File: src/rtl/quad_decoder.sv
// Quadrature encoder front end: synchronises and glitch-filters A/B, then decodes
// Gray-code transitions into step/dir pulses and illegal-transition error flags.
module quad_decoder #(
    parameter int SYNC_STAGES = 2,
    parameter int FILT_LEN    = 4
) (
    input  logic clk,
    input  logic reset,
    input  logic enc_a,
    input  logic enc_b,
    input  logic err_clr,
    output logic step,
    output logic dir,
    output logic err,
    output logic err_sticky
);

    localparam int CW = $clog2(FILT_LEN + 1);
    localparam int IW = $clog2(SYNC_STAGES + 1);

    typedef enum logic {
        INIT,
        RUN
    } state_t;

    state_t state, state_next;

    logic [IW-1:0]          init_cnt;
    logic                   load;
    logic [SYNC_STAGES-1:0] sync_a;
    logic [SYNC_STAGES-1:0] sync_b;
    logic [1:0]             sync_ab;
    logic [1:0]             filt_ab;
    logic [1:0]             prev_ab;
    logic [CW-1:0]          filt_cnt [2];

    assign sync_ab = {sync_a[SYNC_STAGES-1], sync_b[SYNC_STAGES-1]};

    always_ff @(posedge clk or negedge reset) begin
        if (!reset) begin
            state <= INIT;
        end else begin
            state <= state_next;
        end
    end

    // INIT waits until the synchroniser chains hold real samples, then seeds
    // filter and previous state so the rest position never produces a step.
    always_comb begin
        state_next = state;
        load       = 1'b0;
        case (state)
            INIT: begin
                if (init_cnt == IW'(SYNC_STAGES)) begin
                    load       = 1'b1;
                    state_next = RUN;
                end
            end
            RUN: begin
                state_next = RUN;
            end
            default: state_next = INIT;
        endcase
    end

    always_ff @(posedge clk or negedge reset) begin
        if (!reset) begin
            init_cnt <= '0;
        end else if (state == INIT && !load) begin
            init_cnt <= init_cnt + IW'(1);
        end
    end

    always_ff @(posedge clk or negedge reset) begin
        if (!reset) begin
            sync_a <= '0;
            sync_b <= '0;
        end else begin
            sync_a <= {sync_a[SYNC_STAGES-2:0], enc_a};
            sync_b <= {sync_b[SYNC_STAGES-2:0], enc_b};
        end
    end

    // Index 1 is channel A, index 0 is channel B.
    always_ff @(posedge clk or negedge reset) begin
        if (!reset) begin
            filt_ab     <= '0;
            filt_cnt[0] <= '0;
            filt_cnt[1] <= '0;
        end else if (load) begin
            filt_ab     <= sync_ab;
            filt_cnt[0] <= '0;
            filt_cnt[1] <= '0;
        end else if (state == RUN) begin
            for (int i = 0; i < 2; i++) begin
                if (sync_ab[i] == filt_ab[i]) begin
                    filt_cnt[i] <= '0;
                end else if (filt_cnt[i] == CW'(FILT_LEN - 1)) begin
                    filt_ab[i]  <= sync_ab[i];
                    filt_cnt[i] <= '0;
                end else begin
                    filt_cnt[i] <= filt_cnt[i] + CW'(1);
                end
            end
        end
    end

    // For a single-bit change, new A differing from old B means A leads B.
    always_ff @(posedge clk or negedge reset) begin
        if (!reset) begin
            prev_ab <= '0;
            step    <= 1'b0;
            dir     <= 1'b0;
            err     <= 1'b0;
        end else if (load) begin
            prev_ab <= sync_ab;
            step    <= 1'b0;
            err     <= 1'b0;
        end else if (state == RUN) begin
            prev_ab <= filt_ab;
            step    <= 1'b0;
            err     <= 1'b0;
            case (filt_ab ^ prev_ab)
                2'b01, 2'b10: begin
                    step <= 1'b1;
                    dir  <= filt_ab[1] ^ prev_ab[0];
                end
                2'b11:   err <= 1'b1;
                default: ;
            endcase
        end
    end

    always_ff @(posedge clk or negedge reset) begin
        if (!reset) begin
            err_sticky <= 1'b0;
        end else if (err) begin
            err_sticky <= 1'b1;
        end else if (err_clr) begin
            err_sticky <= 1'b0;
        end
    end

endmodule

File: config.mk
export PLATFORM = sky130hd
export DESIGN_NAME = quad_decoder
export DESIGN_NICKNAME = d
export VERILOG_FILES = /design/src/rtl/quad_decoder.sv
export SDC_FILE = /design/constraint.sdc
export NUM_CORES = 1
export LEC_CHECK = 0
export BUFFER_PORTS_ARGS = -buffer_cell sky130_fd_sc_hd__buf_2
export CORE_UTILIZATION = 29
export CTS_CLUSTER_DIAMETER = 60
export DETAILED_ROUTE_END_ITERATION = 7
export GPL_TIMING_DRIVEN = 0
export HOLD_SLACK_MARGIN = 0.06
export SYNTH_ARGS = -nofsm -noshare
export SYNTH_HDL_FRONTEND = slang
export SYNTH_SLANG_ARGS = --single-unit
export TNS_END_PERCENT = 5
File: constraint.sdc
create_clock -name clk -period 3 [get_ports clk]
set_input_delay 0.3 -clock clk [delete_from_list [all_inputs] [get_ports clk]]
set_output_delay 0.3 -clock clk [all_outputs]
set_load 0.02 [all_outputs]
Word level (Yosys, flattened, before mapping)
Cells that the tools add are included.
{"block": "word_totals", "word_cells": 65, "input_bits": 5, "reg_bits": 21, "output_inout_bits": 4}
{"block": "classes", "n_reduce_logical": 10, "eq_ne": 10, "bitwise": 4, "mux": 25, "n_addsub": 3}
{"operator": "1-bit two-way mux", "count": 14}
{"operator": "3-bit two-way mux", "count": 4}
{"operator": "6-bit two-way mux", "count": 2}
{"operator": "3-bit AND reduction", "count": 3}
{"operator": "2-bit two-way mux", "count": 4}
{"operator": "2-bit nonzero test", "count": 4}
{"operator": "3-bit by 1-bit adder with 3-bit output, second input constant", "count": 2}
{"operator": "2-bit equality test, second input constant", "count": 3}
{"operator": "3-bit by 2-bit equality test with 1-bit output, second input constant", "count": 2}
{"operator": "2-bit != test, second input constant", "count": 2}
{"operator": "2-bit by 1-bit adder with 2-bit output, second input constant", "count": 1}
{"operator": "1-bit equality test", "count": 2}
{"operator": "2-bit by 1-bit equality test with 1-bit output, second input constant", "count": 1}
{"operator": "1-bit NOT", "count": 2}
{"operator": "1-bit case mux with 2 select lines", "count": 1}
{"operator": "2-bit OR reduction", "count": 1}
{"operator": "2-bit XOR", "count": 1}
{"operator": "1-bit logical AND", "count": 1}
{"operator": "1-bit zero test", "count": 1}
{"operator": "1-bit XOR", "count": 1}

Longest topological paths before layout
Gate-level depths: netlist of run 1.
{"block": "logic_depth", "word_depth": 6, "ltp_mapped": 6, "mapped_depth_nobuf": 6}

Worst setup path before layout of run 1
Ideal clock, no wire load.
{"block": "synth_timing", "path_type": "register to register", "start": "register init_cnt[0]", "end": "register filt_ab[0]", "arrival_time_ns": 1.224, "synth_period_minus_slack_ns": 1.352, "setup_slack_ns": 1.648, "n_path_buf": 0, "path_stages_with_launch": 6, "t_required_ns": 2.872, "setup_time_ns": 0.128, "path_cell_list": "dfrtp_1 -> inv_1 -> ha_1 -> nor2b_1 -> a31oi_1 -> mux2_1"}
{"block": "synth_between", "elab_chain_len": 5, "elab_cells_between_ends": 8, "cone_classes": "eq/ne (2); mux (3); reduce/logical (3)"}
{"element": "from (decl)", "line": "28", "text": "logic [IW-1:0] init_cnt;"}
{"element": "from (signal assigned)", "line": "70", "text": "init_cnt <= init_cnt + IW'(1);"}
{"element": "2-bit equality test (*)", "line": "54", "text": "if (init_cnt == IW'(SYNC_STAGES)) begin"}
{"element": "1-bit two-way mux (*)", "line": "54"}
{"element": "1-bit two-way mux (*)", "line": "52", "text": "case (state)"}
{"element": "2-bit != test (no line) / 2-bit nonzero test (equally long branches)"}
{"element": "3-bit AND reduction (no line)"}
{"element": "to (signal assigned)", "line": "91", "text": "filt_ab <= sync_ab;"}
{"element": "to (signal, indexed assignment)", "line": "99", "text": "filt_ab[i] <= sync_ab[i];"}
{"element": "to (decl)", "line": "33", "text": "logic [1:0] filt_ab;"}
Every way passes the cells marked *; elsewhere a longest branch is shown, timed or not.
A chain may end at the register's enable or synchronous reset.

Worst setup path after layout of run 1
Ends and elaborated chain as after synthesis.

==> reports/results.tsv, run 1 <==
stage	metric	value	unit
run_status	status	complete, but fails checks	
run_status	violations	design-rule violations	
drt	route.detailed.drc	4	
yosys	synth_compound_area_frac	0.1136	
drt	drtAntennaViolNets	0	
drt	firstDrtPassIters	5	
layout	layout_commonest_cell	dfrtp_1	
layout	nets	98	
global_routing	grt_overflow	0	
global_routing	track_usage	0.1037	
drt	drtIter0Drc	15	
yosys	synth_xor_area_frac	0.05966	
hold_path	whs_path_depth	1	
yosys	synthSimpleGateAreaFrac	0.08807	
yosys	syn-cell-area	880.8	µm²
placement	gp_congestion	0.6786	
timing	hold_viol_final	0	
power	p_switching	0.0003085	W
critical_path	crit_fanout	5	
timing	rsz0062_at_grt	no	
placement	place_hpwl	991.8	µm
critical_path	rr_endpoint	filt_ab[0]	
critical_path	reg2reg_slack	1.46	ns
critical_path	rr_startpoint	init_cnt[0]	
global_routing	grt_max_degree	22	
die	die_h	57.11	µm
die	core-area	2805	µm²
global_routing	grt_pass1_wl	2511	µm
layout	fin_area	1010	µm²
yosys	syn_area_per_cell	11.90	µm²
die	pin_count	9	
hold_path	min_from	enc_b	
layout	synthToLayoutAreaGrowth	14.63	%
critical_path	arrival	1.74	ns
placement	io_buffers	8	
timing	slew_violations	0	
critical_path	r2r_cells	5	
die	dieArea	3262	µm²
timing	min_period	1.543	ns
yosys	synth_top_family_by_area	compound AO/OA/AOI/OAI gates	
global_routing	grt_pass1_vias	533	
layout	final_cell_mix	dfrtp_1 (21), buf_2 (10), nand2_1 (7)	
timing	hold_slack	0.08649	ns
yosys	yosysTopAreaCell	dfrtp_1	
timing	setup_viol	0	
power	seq_power_share	0.484	
critical_path	startpoint_type	register	
timing	final.setup_skew	0.007633	ns
power	power.internal	0.0005812	W
timing	tightest_slew	0.4641	ns
layout	diodes	0	
drt	via_per_inst	4.639	
power	p_sw_frac	0.3468	
yosys	synth_area_leaders	dfrtp_1 (60%), ha_1 (5.7%), xor2_1 (4.0%)	
power	p_comb_frac	0.360	
hold_path	min_to	sync_b[0]	
hold_path	worstHoldPathType	input pin to register	
yosys	synth_mux_area_frac	0.04830	
drt	num_vias	552	
flow_run	maxCapViolCount	0	
cts	cts_made_buffers	3	
yosys	netlist_instances	74	
power	power.leakage	0.4701	nW
yosys	yosys_warnings	0	
timing	fin_crit_sh	0.5144	
power	clkPwrFrac	0.156	
drt	wl_per_cell	11.64	µm
critical_path	path_class	register to register	
critical_path	end_kind	register	
die	start_util	0.3140	
timing	tns	0	ns
cts	path_clk_slew	0.12	ns
yosys	synthAdderAreaFrac	0.05682	
power	vdd_drop_max	0.0004664	V
placement	place_area	959.7	µm²
layout	drive_above_1_share	0.1818	
critical_path	cp.required	3.20	ns
yosys	synth.distinct_cells	21	
cts	cts_root_buf	clkbuf_4	
cts	post_cts_resized	0	
die	die_w	57.11	µm
yosys	yosysSeqAreaShare	0.5966	
cts	clock_latency	0.31	ns
layout	final_util	0.3599	
cts	clock-sinks	21	
timing	relSlewSlack	0.6906	
die	rows	19	
power	total_power	0.0008897	W
cts	cts_tree	done	
cts	htree_levels	1	
timing	timing.fmax	648.0	MHz
yosys	synth_nets	83	
yosys	synth_top_cell_area_share	0.5966	
power	p_per_area	881.2	nW/µm²
drt	wirelength	1385	µm
global_routing	antenna_found_initial	0	
yosys	ys_seq_elements	21	
cts	cts.path.max_buffers	2	
## worst max-delay path by stage
stage,start,end,slack [ns],cells past startpoint
6_report,init_cnt[0],filt_ab[0],1.46,5
3_5_place_dp,init_cnt[0],filt_ab[1],1.49,5
4_1_cts,init_cnt[0],filt_ab[0],1.46,5
2_1_floorplan,init_cnt[0],filt_ab[0],1.65,5
3_3_place_gp,init_cnt[0],filt_ab[1],1.53,5
5_1_grt,init_cnt[0],filt_ab[0],1.32,5
## power by group through the flow
| stage | sequential, W | clock [W] | combinational, W |
|---|---|---|---|
| 3_3_place_gp | 0.000433 | 0 | 0.000315 |
| 2_1_floorplan | 0.000458 | 0 | 0.000221 |
| 6_report | 0.000431 | 0.000139 | 0.000320 |
| 4_1_cts | 0.000433 | 0.000147 | 0.000325 |
| 5_1_grt | 0.000444 | 0.000158 | 0.000365 |
| 3_5_place_dp | 0.000439 | 0 | 0.000322 |
## worst max-delay path, stage by stage, from the launching register on
cell and delay (ns):
dfrtp_1 0.38, inv_1 0.09, ha_1 0.32, nor2b_1 0.25, a31oi_1 0.08, mux2_1 0.32
## Yosys cell counts (all sizes together)
| cell | count |
|---|---|
| a21o | 1 |
| a21oi | 3 |
| a22o | 1 |
| a31oi | 3 |
| a32o | 2 |
| buf | 2 |
| dfrtp | 21 |
| ha | 4 |
| inv | 6 |
| mux2 | 2 |
| mux2i | 2 |
| nand2 | 7 |
| nand2b | 2 |
| nand3 | 1 |
| nand3b | 2 |
| nor2 | 1 |
| nor2b | 2 |
| o21ai | 6 |
| xnor2 | 2 |
| xor2 | 4 |
## kinds of logic after synthesis
group	Yosys count
DFF	21
AOI/OAI and AO/OA	16
and+or+nand+nor	15
buffers and inverters	8
xor gates and xnor gates	6
muxes	4
adders and majority gates	4
## sequential cells by signal, indices dropped and copies added (netlist names)
name	cells
err	1
filt_cnt	6
filt_ab	2
state	1
dir	1
prev_ab	2
step	1
sync_b	2
err_sticky	1
init_cnt	2
sync_a	2
## per-stage QoR
step | cells | setup WS (ns)
2_1_floorplan | 74 | 1.648
3_3_place_gp | 113 | 1.526
3_5_place_dp | 113 | 1.491
4_1_cts | 118 | 1.462
5_1_grt | 119 | 1.317
6_report | 119 | 1.457
## repair_timing
item,in CTS,in global routing
endpoints found under the hold margin,21,1
buffers inserted,0,0
hold buffers,1,1
endpoints found under the setup margin,0,0
## layout make-up
| cell class | count | area (µm²) |
|---|---|---|
| fillers | 277 | 1795 |
| flip-flops and latches | 21 | 525.5 |
| multi-input cells | 45 | 322.8 |
| repair buffers | 10 | 60.06 |
| well taps | 31 | 38.79 |
| clock buffers | 3 | 22.52 |
| inverters | 6 | 22.52 |
| plain buffers | 2 | 10.01 |
| clock inverters | 1 | 7.507 |
## layer usage
layer / GRT usage / vias up / share of wire
li1: - / 278 / -
met1: 0.1424 / 260 / 0.50
met2: 0.1513 / 12 / 0.43
met3: 0.04762 / 2 / 0.052
met4: 0.02091 / 0 / 0.0094
met5: 0 / - / 0
(Power assumes the default switching activity.)
==> inputs of run 2 (changes only) <==
--- a/config.mk
+++ b/config.mk
@@ -5,6 +5,7 @@
 export SDC_FILE = /design/constraint.sdc
 export NUM_CORES = 1
 export LEC_CHECK = 0
+export ABC_AREA = 1
 export BUFFER_PORTS_ARGS = -buffer_cell sky130_fd_sc_hd__buf_2
 export CORE_UTILIZATION = 29
 export CTS_CLUSTER_DIAMETER = 60
==> constraint.sdc (replaced) <==
create_clock -name clk -period 1.6 [get_ports clk]
set_input_delay 0.16 -clock clk [delete_from_list [all_inputs] [get_ports clk]]
set_output_delay 0.16 -clock clk [all_outputs]
set_load 0.02 [all_outputs]
==> run 2 against run 1 <==
Effect of this change: the flow now finishes without violations; register-to-register slack got worse by 1.1 ns; sequential power increased by 81%; power increased by 91%; final cell count is 32% higher; largest power group unchanged.
==> reports/results.tsv, run 2 <==
stage	metric	value	unit	change
drt	wirelength	1547	µm	+12%
power	vdd_drop_max	0.0009667	V	+110%
timing	tns	0	ns	unchanged
run_status	status	complete, no violations		
yosys	yosys_warnings	0		unchanged
yosys	synth_top_cell_area_share	0.5505		-0.04613
global_routing	antenna_found_initial	0		unchanged
placement	dp_cells	149		+32%
yosys	ys_seq_elements	21		unchanged
critical_path	path_class	register to register		
layout	final_util	0.3638		+0.003875
layout	layout_commonest_cell	nand2_1		
critical_path	end_kind	register		
yosys	synthFlopType	dfrtp_1		
yosys	netlist_instances	97		+31%
yosys	synth_compound_area_frac	0.07864		-0.03500
power	p_per_area	1519	nW/µm²	+72%
global_routing	grt_pass1_wl	2780	µm	+11%
layout	drive_above_1_share	0.1947		+0.01287
placement	io_buffers	8		unchanged
yosys	synthSimpleGateAreaFrac	0.1953		+0.1072
cts	path_clk_slew	0.12	ns	about the same
cts	cts-hold-fix-buffers	4		+3
drt	via_per_inst	4.159		-10%
global_routing	grt_max_degree	22		unchanged
timing	tightest_slew	0.4581	ns	-0.006018 ns
layout	top_register	filt_cnt		
drt	route.detailed.drc	0		-4
cts	postCtsSetupRepairBufs	0		unchanged
layout	synthToLayoutAreaGrowth	17.30	%	
critical_path	cp.required	1.80	ns	-1.40 ns
die	die_h	59.38	µm	+4.0%
timing	rsz0062_at_grt	no		
die	dieArea	3525	µm²	+8.1%
yosys	synth_xor_area_frac	0.05505		-0.004613
timing	slew_violations	0		unchanged
drt	drtIter0Drc	6		-9
yosys	synth_top_family_by_area	simple AND/OR/NAND/NOR gates		
yosys	synthAdderAreaFrac	0.05242		-0.004394
die	start_util	0.3102		-0.003843
timing	fin_crit_sh	0.7994		+0.2850
hold_path	worstHoldPathType	input pin to async pin		
yosys	synth_mux_area_frac	0		-0.04830
cts	cts_made_buffers	3		unchanged
layout	final_cell_mix	nand2_1 (28), dfrtp_1 (21), inv_1 (9)		
timing	hold_viol_final	0		unchanged
yosys	synth.distinct_cells	19		-9.5%
cts	cts.path.max_buffers	2		unchanged
timing	final.setup_skew	0.008330	ns	+0.0006973 ns
layout	diodes	0		unchanged
timing	setup_viol	0		unchanged
critical_path	arrival	1.48	ns	-0.26 ns
timing	timing.fmax	781.8	MHz	+21%
flow_run	maxCapViolCount	0		unchanged
drt	wl_per_cell	9.854	µm	-15%
yosys	syn-cell-area	954.7	µm²	+8.4%
die	die_w	59.38	µm	+4.0%
yosys	yosysSeqAreaShare	0.5505		-0.04613
critical_path	startpoint_type	register		
layout	fin_cells	157		+32%
layout	largest_reg_flops	6		unchanged
cts	clock_latency	0.31	ns	about the same
placement	dp_slack	0.3500	ns	-1.141 ns
power	power.leakage	0.5753	nW	+22%
drt	firstDrtPassIters	3		-2
timing	relSlewSlack	0.6946		+0.004012
yosys	async_reset_ff_frac	1.000		unchanged
yosys	synth_nets	106		+28%
yosys	synth.most_common_cell	nand2_1		
timing	fin_ws	0.3209	ns	-1.136 ns
cts	clock-sinks	21		unchanged
cts	cts_tree	done		
global_routing	grt_pass1_vias	646		+21%
global_routing	track_usage	0.1088		+0.005132
yosys	synth_area_leaders	dfrtp_1 (55%), nand2_1 (11%), ha_1 (5.2%)		
cts	post_cts_resized	0		unchanged
placement	place_hpwl	1108	µm	+12%
die	pin_count	9		unchanged
critical_path	crit_fanout	6		+1
yosys	yosysTopAreaCell	dfrtp_1		
drt	drtAntennaViolNets	0		unchanged
yosys	synth_commonest_cells	nand2_1 (28), dfrtp_1 (21), inv_1 (9)		
placement	gp_congestion	0.7586		+12%
yosys	syn_area_per_cell	9.842	µm²	-17%
drt	num_vias	653		+18%
power	total_power	0.001701	W	+91%
timing	min_period	1.279	ns	-0.2641 ns
layout	nets	123		+26%
yosys	synth_edf_count	0		unchanged
global_routing	grt_overflow	0		unchanged
cts	cts_root_buf	clkbuf_4		
cts	htree_levels	1		unchanged
die	rows	20		+1
die	core-area	3078	µm²	+9.7%
## run 2: kinds of logic (layout without fill, tap and decap cells)
kind of cell,after synthesis,count (layout)
AO/OA/AOI/OAI,11,11
XOR/XNOR,6,6
adder cells (fa/ha/maj),4,4
buffers and inverters,13,29
flip-flops,21,21
AND/OR/NAND/NOR,42,42
## run 2: stage by stage
step | area, µm² | hold WS, ns
6_report | 1120 | 0.3162
5_1_grt | 1120 | 0.3499
4_1_cts | 1120 | 0.3191
3_5_place_dp | 1050 | 0.1468
3_3_place_gp | 1050 | 0.1377
2_1_floorplan | 954.7 | -0.1356
## run 2: worst max-delay path, cell delays in order (launching register included)
cell     delay (ns)
dfrtp_1        0.38
buf_4          0.16
xor2_1         0.16
ha_1           0.27
nand2_1        0.07
nand2_1        0.07
o21ai_0        0.07
## run 2: cell type report
class,instances,area (µm²)
clock buffer,3,22.52
clock inverter,1,7.507
sequential,21,525.5
tap,44,55.05
buffer,2,18.77
timing repair buffer,12,80.08
inverter,11,46.29
multi-input combinational,63,364.1
fill,311,1958
## run 2: per-layer routing
layer,global-route usage,part of all wire,up-vias
met1,0.1454,0.51,301
met3,0.04585,0.042,2
li1,-,-,338
met4,0.03061,0.012,0
met5,0,0,-
met2,0.1605,0.43,12
## run 2: worst paths after layout
kind	slack, ns	cells after the start	to	startpoint
hold / removal	0.32	2	filt_ab[0]	reset
max in group asynchronous	0.96	2	err_sticky	reset
min in group clk	0.36	0	sync_a[1]	sync_a[0]
hold reg to reg	0.36	0	sync_a[1]	sync_a[0]
setup reg to reg	0.32	6	dir	filt_ab[1]
setup / recovery	0.32	6	dir	filt_ab[1]
## run 2: where the power goes
part	switching (W)	internal (W)	leakage, nW	total [W]
Clock	0.000166	0.0000953	0.0139	0.000262
Combinational	0.000384	0.000276	0.306	0.000660
Sequential	0.0000963	0.000684	0.255	0.000780
Total	0.000647	0.00105	0.575	0.00170
